<file path="src/rtl/knn_run_ctrl.sv">
// knn_run_ctrl: sequences test/training RAM reads into knn_top and scores its predictions.
// Optional WAIT-state watchdog with sticky timeout_o is enabled by defining KNN_RUN_WATCHDOG_EN.
module knn_run_ctrl #(
  parameter int DATA_WIDTH     = 8,
  parameter int FEATURES       = 8,
  parameter int MEM_WIDTH      = 72,
  parameter int TRAIN_AW       = 10,
  parameter int TEST_AW        = 8,
  parameter int GAP_CYCLES     = 4,
  parameter int TIMEOUT_CYCLES = 1024
) (
  input  logic                           clk,
  input  logic                           rst,
  input  logic                           start_i,
  input  logic [TRAIN_AW:0]              num_train_i,
  input  logic [TEST_AW:0]               num_test_i,
  output logic                           train_rd_en_o,
  output logic [TRAIN_AW-1:0]            train_rd_addr_o,
  input  logic [MEM_WIDTH-1:0]           train_rd_data_i,
  output logic                           test_rd_en_o,
  output logic [TEST_AW-1:0]             test_rd_addr_o,
  input  logic [MEM_WIDTH-1:0]           test_rd_data_i,
  output logic [DATA_WIDTH*FEATURES-1:0] knn_train_data_o,
  output logic                           knn_train_label_o,
  output logic                           knn_data_valid_o,
  output logic                           knn_training_done_o,
  output logic [DATA_WIDTH*FEATURES-1:0] knn_test_data_o,
  input  logic                           knn_pred_valid_i,
  input  logic                           knn_pred_label_i,
  output logic                           busy_o,
  output logic                           done_o,
  output logic                           result_valid_o,
  output logic                           result_label_o,
  output logic                           result_match_o,
  output logic [TEST_AW:0]               test_cnt_o,
  output logic [TEST_AW:0]               correct_cnt_o
`ifdef KNN_RUN_WATCHDOG_EN
  ,
  output logic                           timeout_o
`endif
);
  localparam int DW = DATA_WIDTH * FEATURES;
  localparam int GW = $clog2(GAP_CYCLES) + 1;
  localparam int WW = $clog2(TIMEOUT_CYCLES) + 1;
  if (GAP_CYCLES < 1 || TIMEOUT_CYCLES < 1) begin : g_bad_cfg
    $error("knn_run_ctrl: GAP_CYCLES and TIMEOUT_CYCLES must be >= 1");
  end
  typedef enum logic [3:0] {IDLE, TLOAD, TLATCH, STREAM, FIN, WAIT, RECORD, GAP, DONE} state_t;
  state_t               r_state;
  logic [TRAIN_AW:0]    r_ntrain;
  logic [TEST_AW:0]     r_ntest;
  logic                 r_train_en;
  logic [TRAIN_AW-1:0]  r_train_addr;
  logic                 r_test_en;
  logic [TEST_AW-1:0]   r_test_addr;
  logic                 r_valid;
  logic                 r_td;
  logic [DW-1:0]        r_test_data;
  logic                 r_exp;
  logic                 r_busy;
  logic                 r_done;
  logic                 r_res_valid;
  logic                 r_res_label;
  logic                 r_res_match;
  logic [TEST_AW:0]     r_test_cnt;
  logic [TEST_AW:0]     r_correct_cnt;
  logic [GW-1:0]        r_gap;
`ifdef KNN_RUN_WATCHDOG_EN
  logic [WW-1:0]        r_wd;
  logic                 r_timeout;
  assign timeout_o = r_timeout;
`endif
  logic [TRAIN_AW:0]    w_ntrain;
  logic [TEST_AW:0]     w_ntest;
  logic                 w_zero;
  logic                 w_last_train;
  logic                 w_last_test;
  logic                 w_match;
  logic                 w_unused;
  // counts above the RAM depth clamp to the full depth
  assign w_ntrain     = num_train_i[TRAIN_AW] ? {1'b1, {TRAIN_AW{1'b0}}} : num_train_i;
  assign w_ntest      = num_test_i[TEST_AW] ? {1'b1, {TEST_AW{1'b0}}} : num_test_i;
  assign w_zero       = (w_ntrain == '0) || (w_ntest == '0);
  assign w_last_train = {1'b0, r_train_addr} == r_ntrain - (TRAIN_AW+1)'(1);
  assign w_last_test  = {1'b0, r_test_addr} == r_ntest - (TEST_AW+1)'(1);
  assign w_match      = knn_pred_label_i == r_exp;
  assign w_unused     = ^{train_rd_data_i[MEM_WIDTH-DW-1:1], test_rd_data_i[MEM_WIDTH-DW-1:1]};
  assign knn_train_data_o    = train_rd_data_i[MEM_WIDTH-1 -: DW];
  assign knn_train_label_o   = train_rd_data_i[0];
  assign train_rd_en_o       = r_train_en;
  assign train_rd_addr_o     = r_train_addr;
  assign test_rd_en_o        = r_test_en;
  assign test_rd_addr_o      = r_test_addr;
  assign knn_data_valid_o    = r_valid;
  assign knn_training_done_o = r_td;
  assign knn_test_data_o     = r_test_data;
  assign busy_o              = r_busy;
  assign done_o              = r_done;
  assign result_valid_o      = r_res_valid;
  assign result_label_o      = r_res_label;
  assign result_match_o      = r_res_match;
  assign test_cnt_o          = r_test_cnt;
  assign correct_cnt_o       = r_correct_cnt;
  always_ff @(posedge clk) begin
    if (rst) begin
      r_state       <= IDLE;
      r_ntrain      <= '0;
      r_ntest       <= '0;
      r_train_en    <= 1'b0;
      r_train_addr  <= '0;
      r_test_en     <= 1'b0;
      r_test_addr   <= '0;
      r_valid       <= 1'b0;
      r_td          <= 1'b0;
      r_test_data   <= '0;
      r_exp         <= 1'b0;
      r_busy        <= 1'b0;
      r_done        <= 1'b0;
      r_res_valid   <= 1'b0;
      r_res_label   <= 1'b0;
      r_res_match   <= 1'b0;
      r_test_cnt    <= '0;
      r_correct_cnt <= '0;
      r_gap         <= '0;
`ifdef KNN_RUN_WATCHDOG_EN
      r_wd          <= '0;
      r_timeout     <= 1'b0;
`endif
    end else begin
      // the training RAM has one cycle of read latency, so valid trails rd_en by one
      r_valid     <= r_train_en;
      r_done      <= 1'b0;
      r_res_valid <= 1'b0;
      case (r_state)
        IDLE, DONE: begin
          r_state <= IDLE;
          if (start_i) begin
            r_ntrain      <= w_ntrain;
            r_ntest       <= w_ntest;
            r_test_cnt    <= '0;
            r_correct_cnt <= '0;
            r_test_addr   <= '0;
`ifdef KNN_RUN_WATCHDOG_EN
            r_timeout     <= 1'b0;
`endif
            if (w_zero) begin
              r_state <= DONE;
              r_done  <= 1'b1;
            end else begin
              r_state   <= TLOAD;
              r_busy    <= 1'b1;
              r_test_en <= 1'b1;
            end
          end
        end
        TLOAD: begin
          r_test_en <= 1'b0;
          r_state   <= TLATCH;
        end
        TLATCH: begin
          r_test_data  <= test_rd_data_i[MEM_WIDTH-1 -: DW];
          r_exp        <= test_rd_data_i[0];
          r_train_en   <= 1'b1;
          r_train_addr <= '0;
          r_state      <= STREAM;
        end
        STREAM: begin
          if (w_last_train) begin
            r_train_en <= 1'b0;
            r_state    <= FIN;
          end else begin
            r_train_addr <= r_train_addr + TRAIN_AW'(1);
          end
        end
        FIN: begin
          r_td    <= 1'b1;
          r_state <= WAIT;
`ifdef KNN_RUN_WATCHDOG_EN
          r_wd    <= '0;
`endif
        end
        WAIT: begin
`ifdef KNN_RUN_WATCHDOG_EN
          r_wd <= r_wd + WW'(1);
`endif
          if (knn_pred_valid_i) begin
            r_td          <= 1'b0;
            r_res_valid   <= 1'b1;
            r_res_label   <= knn_pred_label_i;
            r_res_match   <= w_match;
            r_test_cnt    <= r_test_cnt + (TEST_AW+1)'(1);
            r_correct_cnt <= r_correct_cnt + (TEST_AW+1)'(w_match);
            r_state       <= RECORD;
          end
`ifdef KNN_RUN_WATCHDOG_EN
          else if (r_wd == WW'(TIMEOUT_CYCLES - 1)) begin
            r_td        <= 1'b0;
            r_res_valid <= 1'b1;
            r_res_label <= 1'b0;
            r_res_match <= 1'b0;
            r_test_cnt  <= r_test_cnt + (TEST_AW+1)'(1);
            r_timeout   <= 1'b1;
            r_state     <= RECORD;
          end
`endif
        end
        RECORD: begin
          r_gap   <= '0;
          r_state <= GAP;
        end
        GAP: begin
          if (r_gap == GW'(GAP_CYCLES - 1)) begin
            if (w_last_test) begin
              r_state <= DONE;
              r_done  <= 1'b1;
              r_busy  <= 1'b0;
            end else begin
              r_test_addr <= r_test_addr + TEST_AW'(1);
              r_test_en   <= 1'b1;
              r_state     <= TLOAD;
            end
          end else begin
            r_gap <= r_gap + GW'(1);
          end
        end
        default: r_state <= IDLE;
      endcase
    end
  end
endmodule

</file>
<file path="config.mk">
export PLATFORM = sky130hd
export DESIGN_NAME = knn_run_ctrl
export DESIGN_NICKNAME = d
export VERILOG_FILES = /design/src/rtl/knn_run_ctrl.sv
export SDC_FILE = /design/constraint.sdc
export NUM_CORES = 1
export LEC_CHECK = 0
export CAP_MARGIN = 20
export CORE_AREA = 2 2 133 135
export DETAILED_ROUTE_END_ITERATION = 8
export DIE_AREA = 0 0 135 137
export GPL_TIMING_DRIVEN = 0
export PLACE_DENSITY = 0.81
export SKIP_LAST_GASP = 1
export SLEW_MARGIN = 20
export SYNTH_ARGS = -nofsm -noshare
export SYNTH_HDL_FRONTEND = slang
export SYNTH_SLANG_ARGS = --single-unit
export TNS_END_PERCENT = 100
</file>
<file path="constraint.sdc">
create_clock -name clk -period 3.31 [get_ports clk]
set_input_delay 0.662 -clock clk [delete_from_list [all_inputs] [get_ports clk]]
set_output_delay 0.662 -clock clk [all_outputs]
set_load 0.03 [all_outputs]
</file>
# --- Word level (Yosys, flattened, before mapping) ---
# Cells that the tools add are included.
classes:
  muxes: 40
  multipliers: 0
  shifts: 0
  bitwise_logic: 1
  addsub: 7
  n_lt_le_gt_ge: 0
  eq_ne: 21
  n_div: 0
  n_reduce_logical: 23
ops:
  columns: ["operator", "count"]
  rows:
  - ["$mux W9", 4]
  - ["$pmux W9 S2", 2]
  - ["$pmux W4 S8", 1]
  - ["$mux W4", 6]
  - ["$mux W8", 3]
  - ["$pmux W10 S2", 1]
  - ["$ne A2 B2 Y1 const B", 9]
  - ["$eq A4 B3 Y1 const B", 4]
  - ["$pmux W8 S2", 1]
  - ["$mux W1", 13]
  - ["$reduce_and A2 Y1", 6]
  - ["$eq A10 B11 Y1", 1]
  - ["$logic_not A11 Y1", 1]
  - ["$mux W11", 1]
  - ["$sub A11 B1 Y11 const B", 1]
  - ["$add A10 B1 Y10 const B", 1]
  - ["$mux W10", 1]
  - ["$reduce_and A5 Y1", 2]
  - ["$reduce_bool A2 Y1", 5]
  - ["$add A9 B1 Y9", 1]
  - ["$add A9 B1 Y9 const B", 1]
  - ["$eq A8 B9 Y1", 1]
  - ["$logic_not A9 Y1", 1]
  - ["$sub A9 B1 Y9 const B", 1]
  - ["18 further kinds", 24]
word_totals:
  latchBits: 0
  ff_bits: 137
  mem_count: 0
  mem_bits_ro: 0
  wordCells: 111
  output_inout_bits: 174
  input_bits: 169
  ramBits: 0

# --- Depth between registers and ports, before layout ---
logic_depth:
  word_depth: 6
  mapped_depth: 9
  depth_no_buf: 9

# --- Least setup slack after synthesis ---
# No wires, ideal clock.
synth_path:
  path_kind: "register -> register"
  start: "register r_train_addr[5] (netlist: train_rd_addr_o[5])"
  end: "register r_state[2]"
  setup_ns: 0.088
  stages_incl_launch_ff: 8
  n_path_buf: 1
  t_arrival_ns: 2.216
  setup_slack_ns: 1.006
  required_time_ns: 3.222
  period_less_slack_ns: 2.304
  cell_sequence: "dfxtp_1 clkbuf_1 nand3b_1 a2111oi_2 nor2_1 a21o_1 or4_4 a311oi_2"
synth_between:
  elab_chain_len: 3
synth_rtl:
  columns: ["element", "line", "source"]
  rows:
  - ["from (decl)", "53", "logic [TRAIN_AW-1:0] r_train_addr;"]
  - ["from (signal assigned)", "172", "r_train_addr <= r_train_addr + TRAIN_AW'(1);"]
  - ["$eq A10 B11 Y1", "84", "assign w_last_train = {1'b0, r_train_addr} == r_ntrain - (TRAIN_AW+1)'(1);"]
  - ["$ne A2 B2 Y1 (no line)", null, null]
  - ["$reduce_and A3 Y1 (no line)", null, null]
  - ["to (signal assigned)", "106", "r_state <= IDLE;"]
  - ["to (signal assigned)", "136", "r_state <= IDLE;"]
  - ["to (signal assigned)", "147", "r_state <= DONE;"]
  - ["to (decl)", "49", "state_t r_state;"]
# No other way between the ends.
# A chain may end at the register's enable or synchronous reset.

# --- Worst setup path in the final report ---
layout_path:
  start: "register r_state[2]"
  end: "register r_test_data[48] (netlist: knn_test_data_o[48])"
layout_between:
  elab_chain_len: 1
layout_rtl:
  columns: ["element", "line", "source"]
  rows:
  - ["$eq A4 B2 Y1", "134", "case (r_state)"]
  - ["to (signal assigned)", "161", "r_test_data <= test_rd_data_i[MEM_WIDTH-1 -: DW];"]
  - ["to (decl)", "58", "logic [DW-1:0] r_test_data;"]
# No other way between the ends.

==> impl_metrics.ini <==
[timing]
relSlewSlack_pct = 44.1
layout_setup_ws_ns = 0.755
period_minus_slack_ns = 2.55
slew_violations = 0
period_share_pct = 77.2
skew_ns = 0.00805
fmax_ghz = 0.391
setup_viol_count_final = 0
setup_tns_ns = 0
timing.hold.ws_ns = 0.452
tightest_slew_ns = 0.836
hold_viol = 0
rsz0062_at_grt = false

[cts]
path_clk_slew_ns = 0.06
cts_tree = done
clock_latency_ns = 0.41
post_cts_buffers = 0
clock_sinks = 137
clockBufferDepth = 2
cts_made_buffers = 17
ctsResizeCount = 0
ctsRootBufferMaster = clkbuf_16
ctsHoldBuffers = 0
cts_max_level = 4

[route]
drcViolationCount = 0
via_per_inst = 5.08
drtIter0Drc = 424
routed_wl_um = 21000
firstDrtPassIters = 5
postRouteAntennaNets = 0
via_count = 7051
wire_per_inst_um = 15.1

[worst_setup_path]
crit_type = flip-flop to flip-flop
worst_setup_path_start_kind = flip-flop
required_ns = 3.65
cp.arrival_ns = 2.89
path_max_fanout = 10
crit_path_end_kind = flip-flop

[yosys]
netlist_area_mm2 = 0.00697
async_reset_ff_share_pct = 0
synth_top_flop_cell = dfxtp_1
synthCells = 871
syn_nets = 1049
synth_warnings = 0
synth_edf_count = 0
ys_types = 74
synth_area_per_cell_um2 = 8.00
synth-seq-cells = 137
ys_seq_area_share_pct = 39.4

[finish]
final_common_cell = clkdlybuf4s50_1
drive_gt1_share_pct = 11.2
n_antenna_cell = 0
final_util_pct = 61.7
final_cell_mix = clkdlybuf4s50_1 (262), nand2_1 (170), dfxtp_1 (137)
area_growth_syn_to_layout_pct = 51.0
nets = 1330

[place]
port-buffer-count = 262
dp.final_hpwl_um = 15900
place_ws_ns = 0.390
routabilityCongestion = 0.876

[global_routing]
antenna_found_initial = 0
grt_pass1_vias = 6696
gr-total-overflow = 0
grt.total_usage_pct = 22.3
grt_max_degree = 17
grt_pass1_wl_um = 33100

[power_and_ir_drop]
power_leakage_nw = 3.85
power_density_mw_per_mm2 = 500
p_int_mw = 3.70
switching_share_pct = 29.6
power_frac_clock_pct = 39.9
irDropWorstVdd_mv = 0.387
power_frac_comb_pct = 25.0
power.switching_mw = 1.55
pwr-share-seq_pct = 35.0

[die]
die_w_um = 135
fp.dieH_um = 137
die-area_mm2 = 0.0185
ioPinCount = 343
core-area_mm2 = 0.0171
rows = 48
start_util_pct = 40.9

[job]
drv_cap = 0

[hold_path]
hold_path.class = flip-flop to flip-flop

[run_status]
status = finished clean
## flip-flops by register name (all words and copies together), names as in the netlist, 3 cells and up
signal and flops:
train_rd_addr_o 10, r_state 4, r_ntrain 11, test_rd_addr_o 8, correct_cnt_o 9, r_gap 3, test_cnt_o 9, knn_test_data_o 64
r_ntest 9
## logic make-up after synthesis
family	Yosys count	synth area share, %
and+or+nand+nor	383	26.9
DFF	137	39.4
xor gates and xnor gates	31	4.00
buffers and inverters	127	10.9
muxes	8	1.18
AOI/OAI and AO/OA	176	16.0
adders and majority gates	9	1.62
## per-stage QoR
step	power, mW	area [um^2]	cells
after floorplan	2.68	6970	871
after global placement	3.17	9870	1358
after detailed placement	3.19	9870	1358
after CTS	5.30	10500	1388
after global routing	5.50	10500	1388
final	5.26	10500	1388
## worst paths after layout
kind	endpoint	startpoint	cells past startpoint	slack (ns)
min	knn_test_data_o[19]	knn_test_data_o[19]	2	0.45
min reg2reg	knn_test_data_o[19]	knn_test_data_o[19]	2	0.45
max	knn_test_data_o[48]	r_state[2]	6	0.76
max reg2reg	knn_test_data_o[48]	r_state[2]	6	0.76
## layout make-up
| class | instances | area [um^2] |
|---|---|---|
| buffer | 115 | 716 |
| clock buffer | 19 | 453 |
| clock inverter | 11 | 195 |
| fill | 1507 | 6540 |
| inverter | 12 | 45.0 |
| multi-input combinational | 607 | 3470 |
| sequential | 137 | 2740 |
| tap | 225 | 282 |
| timing repair buffer | 262 | 2620 |
## worst max-delay path: stages (launching register included)
cell and delay [ns]:
dfxtp_1 0.30, clkbuf_1 0.21, nor4b_2 0.80, clkbuf_1 0.47
buf_1 0.41, nand2_1 0.13, a21oi_1 0.16
## per-layer routing
metal  track usage (%)  vias to the layer above  wire length, um
li1                  -                     3512                -
met5                 0                        -                0
met2              38.7                      257            10500
met3              8.26                       29             1810
met1              25.8                     3253             8350
met4              6.71                        0              363
## power groups by stage
stage	combinational (mW)	clock, mW	sequential (mW)
after floorplan	0.648	0	2.03
after global routing	1.43	2.22	1.85
after CTS	1.33	2.13	1.84
final	1.32	2.10	1.84
after detailed placement	1.32	0	1.87
after global placement	1.30	0	1.87
## synth_stat cells (all sizes together) (6+ instances only)
| master | count | area, um^2 |
|---|---|---|
| o211ai | 6 | 45.0 |
| xor2 | 16 | 140 |
| nand3b | 10 | 75.1 |
| and3 | 10 | 62.6 |
| nand2 | 170 | 638 |
| nor3b | 24 | 180 |
| xnor2 | 15 | 139 |
| clkbuf | 44 | 175 |
| buf | 71 | 541 |
| or3 | 9 | 67.6 |
| dfxtp | 137 | 2740 |
| mux2i | 6 | 60.1 |
| nand2b | 6 | 37.5 |
| inv | 12 | 45.0 |
| a21oi | 111 | 556 |
| nor2 | 68 | 255 |
| ha | 9 | 113 |
| nor3 | 14 | 70.1 |
| nand4 | 10 | 62.6 |
| nand3 | 23 | 115 |
| or2 | 10 | 62.6 |
| o21ai | 12 | 63.8 |
Power figures use the tool's default switching activity.
==> RTL change (same flow settings) <==
The 9 states of `state_t` get a one-hot encoding in 9 bits.
--- a/src/rtl/knn_run_ctrl.sv
+++ b/src/rtl/knn_run_ctrl.sv
@@ -45,7 +45,7 @@
   if (GAP_CYCLES < 1 || TIMEOUT_CYCLES < 1) begin : g_bad_cfg
     $error("knn_run_ctrl: GAP_CYCLES and TIMEOUT_CYCLES must be >= 1");
   end
-  typedef enum logic [3:0] {IDLE, TLOAD, TLATCH, STREAM, FIN, WAIT, RECORD, GAP, DONE} state_t;
+  typedef enum logic [8:0] {IDLE = 9'b000000001, TLOAD = 9'b000000010, TLATCH = 9'b000000100, STREAM = 9'b000001000, FIN = 9'b000010000, WAIT = 9'b000100000, RECORD = 9'b001000000, GAP = 9'b010000000, DONE = 9'b100000000} state_t;
   state_t               r_state;
   logic [TRAIN_AW:0]    r_ntrain;
   logic [TEST_AW:0]     r_ntest;
Behaviour: no difference found for any inputs over 4 cycles, from zero or initial values and one cycle with rst high; so few cycles prove little.
==> RTL change against the unedited design <==
Setup slack got worse by 0.31 ns. Sequential cell count rose by 5. Maximum frequency fell by 11%. Core utilization fell by 0.75 points. Cell area fell by 1.2%. Critical endpoint is now knn_test_data_o[45]$_SDFFE_PP0P_. Wire length rose by 0.27%. First-iteration DRC count fell by 34%. Global-route usage fell by 0.10 points. Critical path depth rose by 2. Area after synthesis fell by 0.47%.
Power is not compared: it rests on default switching activity, and its combinational part moved more than twofold at a synthesized area within 25%.
==> RTL change: results <==
[run_status]
outcome = completed

[routing]
dr_total_vias = 6958
wl_met2_mm = 10.61
wl_met1_mm = 8.212
met3_length_mm = 1.962
drt-wirelength-per-cell_um = 15.17
drt_iter0_drc = 280

[pwr]
power_clock_uw = 1800
pwr-share-comb = 0.143

[synthesis]
syn_nets = 1047
synth-compound-area-share = 0.1506
syn-instance-count = 869
muxShareOfSynthArea = 0.005772
synth_cell_types = 62
synth_xor_area_frac = 0.04040
ys_top_cells_by_count = 194 x nand2_1, 142 x dfxtp_1, 117 x a21oi_1
ys_top_cells_by_area = dfxtp_1 41%, nand2_1 10%, a21oi_1 8.4%
ys_seq_area_frac = 0.4098
async_flop_share = 0
synth_fa_ha_area_frac = 0.01623
yosys_warnings = 0

[final_layout]
layout.nets = 1328
sh_seq_area = 0.2735
multi_input_area_share = 0.3211
final-clk-cell-share = 0.05321
multi_input_comb_cells = 598
final_layout_size_suffix_gt1_frac = 0.1118
nNonClkBuffers = 376
layout.area.seq_um2 = 2843
nClkBuffers = 21
fillers = 1518
buf_share = 0.3197
n_antenna_cell = 0
num-nonclk-inverters = 15

[setup_path]
cpPeakStageDelay_ns = 0.68
crit_arrival_ns = 3.20
cpMaxStageDelayCell = nor4b_2
crit_family = simple AND/OR/NAND/NOR gates

[placement]
gp_congestion = 0.8381
place_ws_ns = 0.4070
placed_area_um2 = 9841
hpwl_mm = 15.86

[clock_network]
cts_resized = 0
cts-root-buf = clkbuf_16
cts.reportedPaths.clkPinSlew_ns = 0.06
cts_sinks = 142

[grt]
grt_pass1_vias = 6718
grt_overflow = 0
grt_pass1_wl_mm = 32.69
grt_usage = 0.2224

[sta]
fmax_ghz = 0.3492
finClkSkew_ns = 0.008386
tns_ns = 0
tightest_slew_ns = 0.7708

[hold_path]
min-delay-path-class = reg -> reg
[RTL change: worst paths after layout]
path                                    startpoint                          endpoint  slack, ns  cells after the start
setup reg to reg           r_state[5]$_SDFFE_PP0P_  knn_test_data_o[45]$_SDFFE_PP0P_       0.45                      8
setup / recovery           r_state[5]$_SDFFE_PP0P_  knn_test_data_o[45]$_SDFFE_PP0P_       0.45                      8
hold / removal    knn_test_data_o[12]$_SDFFE_PP0P_  knn_test_data_o[12]$_SDFFE_PP0P_       0.45                      2
hold reg to reg   knn_test_data_o[12]$_SDFFE_PP0P_  knn_test_data_o[12]$_SDFFE_PP0P_       0.45                      2
[RTL change: metal layers]
| layer | global-route usage | vias to the layer above |
|---|---|---|
| met1 | 0.2490 | 3216 |
| met4 | 0.07813 | 0 |
| li1 | - | 3448 |
| met2 | 0.3917 | 267 |
| met5 | 0 | - |
| met3 | 0.07926 | 27 |
